`config.mk`:
```
export PLATFORM = sky130hd
export DESIGN_NAME = edge_event_arbiter
export DESIGN_NICKNAME = d
export VERILOG_FILES = /design/src/rtl/edge_event_arbiter.sv
export SDC_FILE = /design/constraint.sdc
export NUM_CORES = 1
export LEC_CHECK = 0
export ABC_AREA = 0
export CAP_MARGIN = 20
export CORE_UTILIZATION = 51
export DETAILED_ROUTE_END_ITERATION = 10
export PLACE_DENSITY = 0.79
export SYNTH_ARGS = -nofsm -noshare
export SYNTH_HDL_FRONTEND = slang
export SYNTH_SLANG_ARGS = --single-unit
```
`constraint.sdc`:
```
create_clock -name clk -period 1.83 [get_ports clk]
set_input_delay 0.549 -clock clk [delete_from_list [all_inputs] [get_ports clk]]
set_output_delay 0.549 -clock clk [all_outputs]
set_load 0.01 [all_outputs]
```
`src/rtl/edge_event_arbiter.sv`:
```
// Per-channel edge detector with configurable edge mode, pending/overflow latches,
// and a round-robin drain onto a single valid/ready event port.
module edge_event_arbiter #(
  parameter int NUM_CH = 4,
  localparam int CH_W = $clog2(NUM_CH)
) (
  input  logic              clk,
  input  logic              rst,
  input  logic [NUM_CH-1:0] sig_in,
  input  logic              cfg_we,
  input  logic [CH_W-1:0]   cfg_ch,
  input  logic [1:0]        cfg_mode,
  input  logic [NUM_CH-1:0] ovf_clr,
  output logic              evt_valid,
  input  logic              evt_ready,
  output logic [CH_W-1:0]   evt_ch,
  output logic              evt_type,
  output logic [NUM_CH-1:0] pending,
  output logic [NUM_CH-1:0] overflow
);

  // Handshake: an event transfers on a cycle where evt_valid && evt_ready;
  // while evt_valid && !evt_ready, evt_valid/evt_ch/evt_type hold unchanged.

  logic [NUM_CH-1:0]      prev_q, prev_d;
  logic [NUM_CH-1:0][1:0] mode_q, mode_d;
  logic [NUM_CH-1:0]      pending_q, pending_d;
  logic [NUM_CH-1:0]      ptype_q, ptype_d;
  logic [NUM_CH-1:0]      overflow_q, overflow_d;
  logic                   evt_valid_q, evt_valid_d;
  logic [CH_W-1:0]        evt_ch_q, evt_ch_d;
  logic                   evt_type_q, evt_type_d;
  logic [CH_W-1:0]        rr_q, rr_d;

  logic [NUM_CH-1:0] rise, fall, rise_en, fall_en, qual;
  logic              slot_free;
  logic              cfg_in_range;
  logic              grant_vld;
  logic [CH_W-1:0]   grant_ch;
  logic              grant_type;
  logic              found_hi, found_lo;
  logic [CH_W-1:0]   hi_ch, lo_ch;
  logic              hi_type, lo_type;

  always_comb begin
    rise_en = '0;
    fall_en = '0;
    for (int i = 0; i < NUM_CH; i++) begin
      rise_en[i] = mode_q[i][0];
      fall_en[i] = mode_q[i][1];
    end
    rise = sig_in & ~prev_q;
    fall = ~sig_in & prev_q;
    qual = (rise & rise_en) | (fall & fall_en);
  end

  // Round-robin: lowest pending channel above rr wins, else lowest at/below rr.
  always_comb begin
    found_hi = 1'b0;
    found_lo = 1'b0;
    hi_ch    = '0;
    lo_ch    = '0;
    hi_type  = 1'b0;
    lo_type  = 1'b0;
    for (int i = 0; i < NUM_CH; i++) begin
      if (pending_q[i]) begin
        if (CH_W'(i) > rr_q) begin
          if (!found_hi) begin
            found_hi = 1'b1;
            hi_ch    = CH_W'(i);
            hi_type  = ptype_q[i];
          end
        end else if (!found_lo) begin
          found_lo = 1'b1;
          lo_ch    = CH_W'(i);
          lo_type  = ptype_q[i];
        end
      end
    end
    slot_free  = !evt_valid_q || evt_ready;
    grant_vld  = slot_free && (found_hi || found_lo);
    grant_ch   = found_hi ? hi_ch : lo_ch;
    grant_type = found_hi ? hi_type : lo_type;
  end

  always_comb begin
    prev_d       = sig_in;
    mode_d       = mode_q;
    pending_d    = pending_q;
    ptype_d      = ptype_q;
    overflow_d   = overflow_q & ~ovf_clr;
    evt_valid_d  = evt_valid_q;
    evt_ch_d     = evt_ch_q;
    evt_type_d   = evt_type_q;
    rr_d         = rr_q;
    cfg_in_range = ({1'b0, cfg_ch} < (CH_W+1)'(NUM_CH));

    if (slot_free) begin
      evt_valid_d = grant_vld;
      if (grant_vld) begin
        evt_ch_d   = grant_ch;
        evt_type_d = grant_type;
        rr_d       = grant_ch;
      end
    end

    for (int i = 0; i < NUM_CH; i++) begin
      if (grant_vld && (grant_ch == CH_W'(i))) begin
        pending_d[i] = 1'b0;
      end
      // A new edge on a channel still holding an un-granted event is dropped.
      if (qual[i]) begin
        if (pending_q[i] && !(grant_vld && (grant_ch == CH_W'(i)))) begin
          overflow_d[i] = 1'b1;
        end else begin
          pending_d[i] = 1'b1;
          ptype_d[i]   = rise[i];
        end
      end
      if (cfg_we && cfg_in_range && (cfg_ch == CH_W'(i))) begin
        mode_d[i] = cfg_mode;
        if (cfg_mode == 2'b00) begin
          pending_d[i]  = 1'b0;
          overflow_d[i] = 1'b0;
        end
      end
    end
  end

  always_ff @(posedge clk) begin
    if (rst) begin
      prev_q      <= sig_in;
      for (int i = 0; i < NUM_CH; i++) begin
        mode_q[i] <= 2'b01;
      end
      pending_q   <= '0;
      ptype_q     <= '0;
      overflow_q  <= '0;
      evt_valid_q <= 1'b0;
      evt_ch_q    <= '0;
      evt_type_q  <= 1'b0;
      rr_q        <= CH_W'(NUM_CH-1);
    end else begin
      prev_q      <= prev_d;
      mode_q      <= mode_d;
      pending_q   <= pending_d;
      ptype_q     <= ptype_d;
      overflow_q  <= overflow_d;
      evt_valid_q <= evt_valid_d;
      evt_ch_q    <= evt_ch_d;
      evt_type_q  <= evt_type_d;
      rr_q        <= rr_d;
    end
  end

  assign evt_valid = evt_valid_q;
  assign evt_ch    = evt_ch_q;
  assign evt_type  = evt_type_q;
  assign pending   = pending_q;
  assign overflow  = overflow_q;

endmodule
```
==> flow_summary.toml <==
[run_status]
status = "complete, no violations"

[worst_setup_path]
cp_max_fo = 2
cp-start-kind = "input port"
worstReg2RegStart = "rr_q[1]"
slowest_stage = "or4b_1"
worstSetupStartpoint = "evt_ready"
path_cells = "clkdlybuf4s50_1, nor2b_1, a311oi_4, a21boi_2, or4b_1, a21oi_1"
worstPathRequired_ns = 2.11
end_kind = "register"
cp_slowest_stage_delay_ns = 0.51
arrival_ns = 2.08
path_class = "in -> reg"

[drt]
routed_via_density = 5.681
drc = 0
wl_per_cell_um = 14.49
vias = 1494
drtAntennaViolNets = 0
wirelength_um = 3812
drt_iter0_drc = 58
drt_pass1_iterations = 4

[synthesis]
synth_edf_count = 0
async_flop_share_pct = 0
synthCells = 167
synth_seq_cells = 30
yosysSeqAreaShare_pct = 40.92
syn_area_um2 = 1468
syn_avg_cell_area_um2 = 8.788
syn_nets = 183
synth_cell_types = 40
ys.flop_type = "dfxtp_1"
ys_warn_count = 0

[global_routing]
grt_pass1_vias = 1532
grt-ovfl-total = 0
grt_max_degree = 17
grt_antenna_before_repair = 0
track_usage_pct = 27.90
grt_pass1_wl_um = 6582

[finish]
nNetsFinal = 247
drive_above_1_share_pct = 23.28
synthToLayoutAreaGrowth_pct = 42.20
design_area_um2 = 2087
finalNonFillerCells = 263
antenna_cells = 0

[floorplanning]
core_area_um2 = 2734
initial_utilization_pct = 53.68
fp.dieH_um = 55.65
rows = 19
die_w_um = 55.65
io_pins = 28
die_area_um2 = 3096

[placement]
io_buffer_count = 27
placed_area_um2 = 2008
post-dp-hpwl_um = 2937
placed_cells = 255
gp_congestion = 0.8788

[min_path]
hp-start = "ptype_q[2]"
min_path_type = "reg -> reg"

[run]
cap_violations = 0

[timing]
slew_viol_final = 0
finalHoldViolCount = 0
finClkSkew_ns = 0.003599
period_needed_ns = 1.798
rsz0062_at_grt = "true"
setup_violations = 0
worstMarginPinSlew_ns = 0.4234
relSlewSlack_pct = 71.51
timing.final.crit_share_pct = 98.28
fmaxAchievable_mhz = 556.0

[clocking]
cts-root-buf = "clkbuf_4"
cts_buffer_depth = 2
cts.sinks = 30
cts_made_buffers = 5
hold_buffers = 0
clkSlewWorstSetupHoldPaths_ns = 0.09
tritoncts = "done"
clock_latency_ns = 0.34
htreeDepth = 2

[pwr]
peakVddDrop_uv = 752.4
cellPowerDensity_nw_per_um2 = 816.0
p_leak_uw = 0.0009428
-- sequential cells by signal, indices dropped and copies added (netlist names) --
| name | cells |
|---|---|
| prev_q | 4 |
| evt_valid | 1 |
| fall_en | 4 |
| rr_q | 2 |
| evt_ch | 2 |
| evt_type | 1 |
| ptype_q | 4 |
| pending | 4 |
| mode_q | 4 |
| overflow | 4 |
-- cells in the final DEF, fill, tap and decap left out, types with 3 or more instances in the layout --
| master | instances |
|---|---|
| buf_4 | 36 |
| dfxtp_1 | 25 |
| nand2_1 | 21 |
| clkdlybuf4s50_1 | 20 |
| a21oi_1 | 12 |
| nor2_1 | 12 |
| mux2i_1 | 11 |
| nor2b_1 | 10 |
| o31ai_1 | 8 |
| o21ai_0 | 8 |
| nand2b_1 | 6 |
| clkbuf_4 | 5 |
| nand3_1 | 4 |
| dlygate4sd2_1 | 4 |
| dfxtp_4 | 4 |
| and3b_1 | 3 |
| inv_1 | 3 |
| o211ai_1 | 3 |
| dlymetal6s2s_1 | 3 |
-- critical path, delay by kind of cell --
family          cells  cell delay (ns)
simple gates        2             0.58
compound gates      3             0.49
buf+inv             1             0.45
-- through the flow --
stage	total power, µW	setup TNS (ns)	util (%)	hold slack, ns	setup WS [ns]
detailed placement	1299	-2.597	73.46	0.4595	-0.3027
global route	1800	-0.001736	76.34	0.4965	-0.001736
CTS	1714	0	76.02	0.4729	0.01718
finish	1703	0	76.34	0.4750	0.03155
global placement	1284	-2.241	73.46	0.4396	-0.2815
floorplan	1045	0	-	0.4301	0.1356
-- layout make-up --
class / count / area [µm²]
Tap cell: 31 / 38.79
Multi-Input combinational cell: 127 / 813.3
Clock inverter: 1 / 5.005
Clock buffer: 7 / 55.05
Sequential cell: 30 / 616.8
Fill cell: 201 / 646.9
Timing Repair Buffer: 63 / 543.0
Inverter: 4 / 15.01
-- layer usage --
metal / GRT usage, % / vias to the layer above / share of wire (%)
met2: 47.16 / 44 / 51
met4: 18.21 / 0 / 4.1
li1: - / 736 / -
met3: 7.907 / 17 / 4.2
met5: 0 / - / 0
met1: 30.40 / 697 / 40
-- final timing paths --
check	endpoint	slack (ns)	depth (start not counted)
setup / recovery	ptype_q[3]	0.03	6
hold reg to reg	ptype_q[2]	0.48	2
setup reg to reg	ptype_q[3]	0.12	5
hold / removal	ptype_q[2]	0.48	2
-- cell usage after synthesis (2+ instances only) --
cell type / number / share of area [%]
o211ai_1: 3 / 1.5
inv_1: 3 / 0.77
nor2b_1: 10 / 4.3
mux2i_1: 11 / 7.5
clkbuf_1: 3 / 0.77
nor2_1: 12 / 3.1
o21ai_0: 8 / 2.7
o31ai_1: 8 / 4.1
nand2_1: 21 / 5.4
a2bb2oi_1: 2 / 1.2
o22a_1: 2 / 1.2
buf_6: 2 / 1.5
nand2b_1: 6 / 2.6
o32ai_1: 2 / 1.2
a21oi_1: 12 / 4.1
and2_1: 2 / 0.85
dfxtp_1: 30 / 41
o22ai_1: 2 / 0.85
or3b_2: 2 / 1.2
nand3_1: 4 / 1.4
and3b_1: 3 / 1.8
-- cells by family after synthesis --
family / after synthesis / synth area share, %
and+or+nand+nor: 70 / 25.66
DFF: 30 / 40.92
AOI/OAI and AO/OA: 46 / 22.25
buffers and inverters: 10 / 3.665
muxes: 11 / 7.502
-- timing repair --
| item | 4_1_cts | 5_1_grt |
|---|---|---|
| resized for setup | 12 | 4 |
| hold endpoints to repair | 0 | 0 |
| endpoints found under the setup margin | 5 | 5 |
| setup buffers | 0 | 0 |
-- power by group --
part           switching (µW)  leakage [µW]  internal, µW
clock network             232     0.0000353           186
registers                57.9      0.000249           707
logic                     247      0.000659           273
total                     537      0.000943          1170
Power figures use the tool's default switching activity.
